[src/rtl/osc_pkg.sv]
`default_nettype none
// ============================================================================
//  Module      : osc_pkg
//  Description : Shared types and constants for the oscilloscope capture path.
//                Holds the capture FSM state encoding, the trigger-edge
//                encoding and a small state-classification helper.
//  Revision    : 1.0 - initial release
// ============================================================================
package osc_pkg;

    // Capture FSM states
    typedef enum logic [2:0] {
        IDLE      = 3'd0,
        PREFILL   = 3'd1,
        WAIT_TRIG = 3'd2,
        POSTFILL  = 3'd3,
        HOLD      = 3'd4
    } state_t;

    // Trigger edge selection encoding
    localparam logic TRIG_RISE = 1'b0;
    localparam logic TRIG_FALL = 1'b1;

    // States in which incoming ADC samples are written to the BRAM
    function automatic logic is_capture_state(input state_t s);
        return (s == PREFILL) || (s == WAIT_TRIG) || (s == POSTFILL);
    endfunction

endpackage
`default_nettype wire

[src/rtl/osc_trig_detect.sv]
`default_nettype none
// ============================================================================
//  Module      : osc_trig_detect
//  Description : Level/edge trigger detector. Remembers the previously
//                accepted sample and flags a crossing of the threshold in
//                the selected direction by the current sample.
//  Revision    : 1.0 - initial release
// ============================================================================
module osc_trig_detect
    import osc_pkg::*;
#(
    parameter int DATA_W = 8
) (
    input  logic              clk,
    input  logic              rst_n,
    input  logic              i_clear,
    input  logic              i_accept,
    input  logic [DATA_W-1:0] i_sample,
    input  logic [DATA_W-1:0] i_level,
    input  logic              i_edge,
    output logic              o_trig_hit
);

    logic [DATA_W-1:0] r_prev;
    logic              r_prev_valid;
    logic              w_rise;
    logic              w_fall;

    // Track the previous accepted sample; forget it between frames
    always_ff @(posedge clk or negedge rst_n) begin
        if (!rst_n) begin
            r_prev       <= '0;
            r_prev_valid <= 1'b0;
        end else if (i_clear) begin
            r_prev       <= '0;
            r_prev_valid <= 1'b0;
        end else if (i_accept) begin
            r_prev       <= i_sample;
            r_prev_valid <= 1'b1;
        end
    end

    // Threshold crossings; the first sample of a frame has no history
    always_comb begin
        w_rise     = (r_prev <  i_level) && (i_sample >= i_level);
        w_fall     = (r_prev >= i_level) && (i_sample <  i_level);
        o_trig_hit = r_prev_valid &&
                     (((i_edge == TRIG_RISE) && w_rise) ||
                      ((i_edge == TRIG_FALL) && w_fall));
    end

endmodule
`default_nettype wire

[src/rtl/osc_capture_ctrl.sv]
`default_nettype none
// ============================================================================
//  Module      : osc_capture_ctrl
//  Description : Oscilloscope acquisition front-end. Writes a pre/post
//                trigger frame into the write half of a ping-pong BRAM and
//                hands finished frames to the reader by toggling addrSel
//                and pulsing frame_ready.
//  Revision    : 1.0 - initial release
// ============================================================================
module osc_capture_ctrl
    import osc_pkg::*;
#(
    parameter int DATA_W  = 8,
    parameter int ADDR_W  = 11,
    parameter int PRETRIG = 512,
    parameter int AUTO_TO = 65535
) (
    input  logic              CLK,
    input  logic              RST,
    input  logic              run,
    input  logic              auto_mode,
    input  logic              trig_edge,
    input  logic [DATA_W-1:0] trig_level,
    input  logic              sample_valid,
    input  logic [DATA_W-1:0] sample_data,
    input  logic              bank_free,
    output logic [ADDR_W-1:0] addrWR,
    output logic [DATA_W-1:0] DI,
    output logic              WE,
    output logic              addrSel,
    output logic              frame_ready,
    output logic [ADDR_W-1:0] frame_start,
    output logic              forced
);

    localparam int DEPTH = 2 ** ADDR_W;
    localparam int CNT_W = ADDR_W + 1;
    localparam int TO_W  = (AUTO_TO > 1) ? $clog2(AUTO_TO) : 1;

    // Last pre-trigger index, last post-trigger index, timeout terminal count
    localparam logic [CNT_W-1:0]  c_PRE_LAST   = CNT_W'(PRETRIG - 1);
    localparam logic [CNT_W-1:0]  c_POST_LAST  = CNT_W'(DEPTH - PRETRIG - 1);
    localparam logic [ADDR_W-1:0] c_PRETRIG_A  = ADDR_W'(PRETRIG);
    localparam logic [TO_W-1:0]   c_TO_LAST    = TO_W'(AUTO_TO - 1);
    // A frame with a single post-trigger sample finishes on the trigger itself
    localparam state_t            c_AFTER_TRIG = (DEPTH - PRETRIG == 1) ? HOLD : POSTFILL;

    state_t            r_state;
    logic [ADDR_W-1:0] r_wptr;
    logic [CNT_W-1:0]  r_cnt;
    logic [TO_W-1:0]   r_to_cnt;
    logic [ADDR_W-1:0] r_addr;
    logic [DATA_W-1:0] r_di;
    logic              r_we;
    logic              r_sel;
    logic              r_fr;
    logic [ADDR_W-1:0] r_fstart;
    logic              r_forced;
    logic [ADDR_W-1:0] r_trig_start;
    logic              r_trig_forced;

    logic w_accept;
    logic w_clear;
    logic w_trig_hit;
    logic w_timeout;
    logic w_trigger;

    // Sample acceptance, history reset and trigger qualification
    always_comb begin
        w_accept  = run && sample_valid && is_capture_state(r_state);
        w_clear   = (r_state == IDLE) || (r_state == HOLD);
        w_timeout = auto_mode && (r_to_cnt == c_TO_LAST);
        w_trigger = w_trig_hit || w_timeout;
    end

    osc_trig_detect #(
        .DATA_W (DATA_W)
    ) u_trig_detect (
        .clk        (CLK),
        .rst_n      (RST),
        .i_clear    (w_clear),
        .i_accept   (w_accept),
        .i_sample   (sample_data),
        .i_level    (trig_level),
        .i_edge     (trig_edge),
        .o_trig_hit (w_trig_hit)
    );

    // Capture FSM, counters and registered BRAM-side outputs
    always_ff @(posedge CLK or negedge RST) begin
        if (!RST) begin
            r_state       <= IDLE;
            r_wptr        <= '0;
            r_cnt         <= '0;
            r_to_cnt      <= '0;
            r_addr        <= '0;
            r_di          <= '0;
            r_we          <= 1'b0;
            r_sel         <= 1'b0;
            r_fr          <= 1'b0;
            r_fstart      <= '0;
            r_forced      <= 1'b0;
            r_trig_start  <= '0;
            r_trig_forced <= 1'b0;
        end else begin
            r_we <= 1'b0;
            r_fr <= 1'b0;

            // Every accepted sample is written at the running pointer
            if (w_accept) begin
                r_we   <= 1'b1;
                r_addr <= r_wptr;
                r_di   <= sample_data;
                r_wptr <= r_wptr + 1'b1;
            end

            if (!run) begin
                // Abort: partial frame is discarded, bank ownership unchanged
                r_state <= IDLE;
            end else begin
                case (r_state)
                    IDLE: begin
                        r_state <= PREFILL;
                        r_wptr  <= '0;
                        r_cnt   <= '0;
                    end

                    PREFILL: begin
                        if (sample_valid) begin
                            if (r_cnt == c_PRE_LAST) begin
                                r_state  <= WAIT_TRIG;
                                r_cnt    <= '0;
                                r_to_cnt <= '0;
                            end else begin
                                r_cnt <= r_cnt + 1'b1;
                            end
                        end
                    end

                    WAIT_TRIG: begin
                        if (sample_valid) begin
                            if (w_trigger) begin
                                // Trigger sample is the first post-trigger sample
                                r_trig_start  <= r_wptr - c_PRETRIG_A;
                                r_trig_forced <= !w_trig_hit;
                                r_cnt         <= CNT_W'(1);
                                r_state       <= c_AFTER_TRIG;
                            end else if (r_to_cnt != c_TO_LAST) begin
                                // Saturate so a late auto_mode enable fires at once
                                r_to_cnt <= r_to_cnt + 1'b1;
                            end
                        end
                    end

                    POSTFILL: begin
                        if (sample_valid) begin
                            if (r_cnt == c_POST_LAST) begin
                                r_state <= HOLD;
                            end else begin
                                r_cnt <= r_cnt + 1'b1;
                            end
                        end
                    end

                    HOLD: begin
                        if (bank_free) begin
                            r_sel    <= ~r_sel;
                            r_fr     <= 1'b1;
                            r_fstart <= r_trig_start;
                            r_forced <= r_trig_forced;
                            r_state  <= PREFILL;
                            r_wptr   <= '0;
                            r_cnt    <= '0;
                        end
                    end

                    default: begin
                        r_state <= IDLE;
                    end
                endcase
            end
        end
    end

    assign addrWR      = r_addr;
    assign DI          = r_di;
    assign WE          = r_we;
    assign addrSel     = r_sel;
    assign frame_ready = r_fr;
    assign frame_start = r_fstart;
    assign forced      = r_forced;

endmodule
`default_nettype wire

[config.mk]
export PLATFORM = sky130hd
export DESIGN_NAME = osc_capture_ctrl
export DESIGN_NICKNAME = d
export VERILOG_FILES = /design/src/rtl/osc_pkg.sv /design/src/rtl/osc_trig_detect.sv /design/src/rtl/osc_capture_ctrl.sv
export SDC_FILE = /design/constraint.sdc
export NUM_CORES = 1
export LEC_CHECK = 0
export ABC_AREA = 1
export BUFFER_PORTS_ARGS = -buffer_cell sky130_fd_sc_hd__buf_2
export CAP_MARGIN = 15
export CORE_MARGIN = 2
export CORE_UTILIZATION = 30
export DETAILED_ROUTE_END_ITERATION = 8
export PLACE_DENSITY_LB_ADDON = 0.3
export SLEW_MARGIN = 10
export SYNTH_ARGS = -nofsm -noshare
export SYNTH_HDL_FRONTEND = slang
export SYNTH_HIERARCHICAL = 1
export SYNTH_SLANG_ARGS = --single-unit
[constraint.sdc]
create_clock -name CLK -period 2.8 [get_ports CLK]
set_clock_uncertainty 0.05 [all_clocks]
set_input_delay 0.42 -clock CLK [delete_from_list [all_inputs] [get_ports CLK]]
set_output_delay 0.42 -clock CLK [all_outputs]
set_load 0.05 [all_outputs]
Word level (Yosys, flattened, before mapping)
Cells that the tools add are included.
- bits in registers: 97
- bits of input ports: 23
- output and inout bits: 34
- word-level logic and storage cells: 107
- $add $sub $neg: 4
- magnitude comparators: 4
- equal/unequal tests: 24
- multiplexer cells: 35
- bitwise gates (word level): 2
- reduce and logical (&&, ||, !) cells: 23
- operator list (operator ; number):
    2-to-1 mux 12 bit ; 7
    2-to-1 mux 16 bit ; 5
    case mux 12 bit (5 select lines) ; 1
    2-to-1 mux 11 bit ; 3
    case mux 16 bit (2 select lines) ; 1
    2-to-1 mux 3 bit ; 8
    case mux 11 bit (2 select lines) ; 1
    adder 16 x 1 -> 16 bit, second input constant ; 1
    == test 16 bit, second input constant ; 1
    greater-or-equal comparator 8 bit ; 2
    less-than comparator 8 bit ; 2
    2-to-1 mux 8 bit ; 2
    inequality test 16 bit, second input constant ; 1
    inequality test 3 bit, second input constant ; 5
    case mux 3 bit (5 select lines) ; 1
    inequality test 2 bit, second input constant ; 7
    AND reduction 7 bit ; 2
    adder 12 x 1 -> 12 bit, second input constant ; 1
    == test 12 x 11 -> 1 bit, second input constant ; 1
    == test 12 x 9 -> 1 bit, second input constant ; 1
    adder 11 x 1 -> 11 bit, second input constant ; 1
    subtractor 11 x 10 -> 11 bit, second input constant ; 1
    logical AND 1 bit ; 8
    AND reduction 8 bit ; 1
    other kinds (14) ; 28

Logic depth before layout (Yosys ltp)
- word-level depth: 10
- depth in mapped cells: 20
- depth with buffers taken out: 19

By module
The synthesis kept the hierarchy.
- modules (own cells, without submodules) (module ; times used ; cells an instance ; area each (um^2) ; sequential area each (um^2)):
    osc_capture_ctrl ; 1 ; 583 ; 4703.3 ; 2202.1
    osc_trig_detect ; 1 ; 116 ; 858.3 ; 225.2

Least setup slack after synthesis
No wires, ideal clock.
- kind: input port to flip-flop
- from: in trig_level[7]
- to: reg r_to_cnt[12]
- library setup time: 0.116 ns
- data arrival time: 1.944 ns
- required time: 2.634 ns
- setup slack: 0.691 ns
- stages: 17
- path buffers: 1
- path through: inv_1 -> ha_1 -> a21oi_1 -> inv_1 -> nor2_1 -> nand3_1 -> nand2_1 -> nand2_1 -> nand2_1 -> nor2_2 -> inv_1 -> nand2_2 -> nand2_4 -> nand2_8 -> buf_12 -> nand2_2 -> nand2_2
- cells in the longest elaborated chain, start to end: 8
- elaborated cells between the ends (all ways): 13
- classes of those cells: order compare: 4; eq/ne: 1; reduce/logical: 8
- RTL lines (element ; RTL line ; source):
    start, declared ; osc_capture_ctrl.sv:23 ; input logic [DATA_W-1:0] trig_level,
    less-than comparator 8 bit (tied with other cells) ; osc_trig_detect.sv:45 ; w_rise = (r_prev < i_level) && (i_sample >= i_level);
    logical AND 1 bit (on tied branches) ; osc_trig_detect.sv:45, osc_trig_detect.sv:46 ;
    logical AND 1 bit (on tied branches) ; osc_trig_detect.sv:48, osc_trig_detect.sv:49 ;
    logical OR 1 bit * ; osc_trig_detect.sv:48 ; (((i_edge == TRIG_RISE) && w_rise) ||
    logical AND 1 bit * ; osc_trig_detect.sv:47 ; o_trig_hit = r_prev_valid &&
    via w_trig_hit ; osc_capture_ctrl.sv:64 ; logic w_trig_hit;
    logical OR 1 bit * ; osc_capture_ctrl.sv:73 ; w_trigger = w_trig_hit || w_timeout;
    inequality test 2 bit (no source line) * ; n/a ;
    AND reduction 7 bit (no source line) * ; n/a ;
    end signal, assigned ; osc_capture_ctrl.sv:150 ; r_to_cnt <= r_to_cnt + 1'b1;
    end, declared ; osc_capture_ctrl.sv:51 ; logic [TO_W-1:0] r_to_cnt;
Mark *: on every way through the listed nets, which the timed path passes. The rest lies on a longest branch.
A chain may end at the register's enable or synchronous reset.

Final worst setup path
- from: reg u_trig_detect.r_prev[7]
- to: reg r_trig_start[3]
- cells in the longest elaborated chain, start to end: 7
- elaborated cells between the ends (all ways): 10
- classes of those cells: order compare: 2; reduce/logical: 8
- RTL lines (element ; RTL line ; source):
    start, declared ; osc_trig_detect.sv:24 ; logic [DATA_W-1:0] r_prev;
    start signal, assigned ; osc_trig_detect.sv:38 ; r_prev <= i_sample;
    less-than comparator 8 bit or greater-or-equal comparator 8 bit (tied branches) ; osc_trig_detect.sv:45, osc_trig_detect.sv:46 ;
    logical AND 1 bit (on tied branches) ; osc_trig_detect.sv:45, osc_trig_detect.sv:46 ;
    logical AND 1 bit (on tied branches) ; osc_trig_detect.sv:48, osc_trig_detect.sv:49 ;
    logical OR 1 bit * ; osc_trig_detect.sv:48 ;
    logical AND 1 bit * ; osc_trig_detect.sv:47 ;
    via w_trig_hit ; osc_capture_ctrl.sv:64 ;
    logical OR 1 bit * ; osc_capture_ctrl.sv:73 ;
    AND reduction 4 bit (no source line) * ; n/a ;
    end signal, assigned ; osc_capture_ctrl.sv:144 ; r_trig_start <= r_wptr - c_PRETRIG_A;
    end, declared ; osc_capture_ctrl.sv:59 ; logic [ADDR_W-1:0] r_trig_start;
Marked as above.

==> impl_metrics.yaml <==
global_route:
  grt_usage_pct: 13.26
  grt.met2_usage_pct: 20.49
  use_met1_pct: 18.61
  grt_pass1_wl_um: 21370
  antenna_found_initial: 0
  gr-usage-met3_pct: 3.487
  grt_max_degree: 49
  grt_pass1_vias: 4340
  top_usage_layer: "met2"
  overflow: 0
sta:
  setup_tns_ps: 0
  fin_ws_ps: 479.1
  tightest_slew_ps: 867.9
  worst_hold_slack_ps: 35.92
  finalHoldViolCount: 0
  slew_headroom_pct: 42.08
  setup_violations: 0
  maxSlewViolCount: 0
  finalCriticalPeriod_ps: 2321
  post-route-period-util_pct: 82.89
  grt_setup_unrepaired: "false"
  max_freq_mhz: 430.9
logic_synthesis:
  yosysWarnings: 6
  avgSynthCellArea_um2: 7.956
  synthAdderAreaFrac_pct: 4.499
  synth.distinct_cells: 42
  synth_top_family_by_area: "simple AND/OR/NAND/NOR gates"
  yosysSeqAreaShare_pct: 43.64
  yosys.area_share.simple_pct: 32.64
  synth-compound-area-share_pct: 7.807
  syn_nets: 742
  syn_inst: 699
  synth_mux_area_share_pct: 0
  netlist_area_um2: 5562
  ys_ff_latch: 97
  synth_xor_xnor_area_share_pct: 2.677
routing:
  dr.pass1.iters: 7
  vias: 4451
  drc: 5
  drt_iter0_drc: 202
  wire_per_inst_um: 12.27
  via_per_inst: 4.514
  routed_wirelength_um: 12100
  ant_nets: 0
clock_network:
  cts_buffers: 9
  cts.sinks: 97
  htree_levels: 3
  tritoncts: "yes"
  cts_buffer_depth: 2
  cts_hold_buf: 0
  path_clk_slew_ps: 70
  cts_resized: 0
  post-cts-setup-buffers: 0
  root_buffer: "clkbuf_16"
  clock_latency_ps: 360
setup_path:
  criticalPathCategory: "flip-flop to flip-flop"
  critPathCaptureType: "flip-flop"
  critPathMaxFanout: 24
  cp-start-kind: "flip-flop"
  required_ps: 3040
  arrival_ps: 2560
finish:
  fin_nets: 795
  mostFrequentLayoutCell: "nand2_1"
  diodes: 0
  most-common-layout-cells: "nand2_1, dfrtp_1, inv_1"
  area_growth_pct: 14.33
  drive_gt1_share_pct: 18.49
die:
  die_h_um: 140.2
  start_util_pct: 30.75
  die_w_um: 140.2
  ioPinCount: 57
  dieArea_um2: 19640
  core_um2: 18090
  rows: 49
power:
  ir_worst_vdd_mv: 0.4109
  clkPwrFrac_pct: 26.7
  p_leak_nw: 3.143
  power.density_nw_per_um2: 787.3
  combPwrFrac_pct: 36.3
  p_int_mw: 2.863
  switchingPower_mw: 2.143
  netSwitchingFraction_pct: 42.81
  seqPwrFrac_pct: 37.0
status:
  status: "finished, violations left"
  violations: "DRC"
place:
  dp_hpwl_um: 9006
  gp_congestion: 0.8595
  preCtsSetupSlack_ps: 275.8
  portBuffers: 56
hold_path:
  holdCritPathClass: "primary input to asynchronous set/reset pin"
run:
  maxCapViolations: 0
## power by group through the flow
stage          clock, mW  sequential, mW  combinational, mW
2_1_floorplan          0            2.44              0.843
3_3_place_gp           0            1.87               1.83
3_5_place_dp           0            1.88               1.84
4_1_cts             1.37            1.85               1.85
5_1_grt             1.44            1.89               2.01
6_report            1.34            1.85               1.82
## sequential cells by signal, indices dropped and copies added, names as in the netlist
register,count
frame_ready,1
r_cnt,12
r_to_cnt,16
r_trig_start,11
frame_start,11
addrWR,11
u_trig_detect/r_prev,8
WE,1
u_trig_detect/r_prev_valid,1
r_wptr,11
forced,1
DI,8
r_trig_forced,1
addrSel,1
r_state,3
## layer usage
layer  part of all wire [%]  up-vias
li1                       -     2339
met1                     51     2043
met2                     44       61
met3                    4.0        8
met4                   0.89        0
met5                      0        -
## critical path, cell delays in order, from the launching register on
cell and delay, ps:
dfrtp_1 380, ha_1 300, nand2_1 80, nand2_1 60, o21bai_1 160, a21oi_2 100, nand2_1 50, nand2_1 50
nand2_1 50, nor2_2 100, inv_1 110, nand2_2 100, nand2_4 160, nor2_8 300, nand2_1 110, o21ai_1 80
## synthesized netlist by cell type (all sizes together)
library cell  count  share of area [%]
nor2             64                5.5
clkinv            1              0.090
and3              1               0.20
dfrtp            97                 44
o211ai            3               0.40
bufinv            1               0.32
nor3b             1               0.14
nor3             12                1.5
and2              1               0.14
nand4            16                1.9
xor2             12                1.9
o21ai            55                4.9
o2111ai           1               0.16
clkbuf            6               0.40
nor4              1               0.11
nand3            61                6.3
o31ai             1               0.14
a21oi            18                1.8
buf              13                2.2
ha               20                4.5
nand2           222                 17
xnor2             5               0.79
inv              84                5.7
o21bai            2               0.27
a211oi            1               0.14
## metrics by stage
step                      util [%]  cell area [µm²]  power, mW  cells
after floorplan                  -             5562      3.286    699
after CTS                    35.16             6359      5.068    986
after detailed placement     33.37             6036      3.717    970
after global routing         35.16             6359      5.340    986
final                        35.16             6359      5.006    986
after global placement       33.37             6036      3.699    970
## cells by family after synthesis
| family | Yosys count |
|---|---|
| adders and majority gates | 20 |
| buffers and inverters | 105 |
| DFF | 97 |
| and+or+nand+nor | 379 |
| xor gates and xnor gates | 17 |
| AOI/OAI and AO/OA | 81 |
## path summary, 6_finish.rpt
check / cells past startpoint / to / slack, ps / from
max: 15 / r_trig_start[3] / 480 / u_trig_detect/r_prev[7]
min: 1 / DI[7] / 40 / RST
max reg2reg: 15 / r_trig_start[3] / 480 / u_trig_detect/r_prev[7]
min reg2reg: 1 / addrSel / 410 / addrSel
max in group asynchronous: 2 / r_cnt[11] / 1950 / RST
min in group CLK: 3 / DI[2] / 250 / sample_data[2]
## area by class of cell
cell class / count / area [µm²]
inverters: 86 / 340.3
flip-flops and latches: 97 / 2427
well taps: 229 / 286.5
clock buffers: 10 / 239.0
multi-input cells: 497 / 2649
fillers: 1917 / 11730
repair buffers: 61 / 332.8
clock inverters: 6 / 83.83
Note: power is estimated with default switching activity, not from simulation.
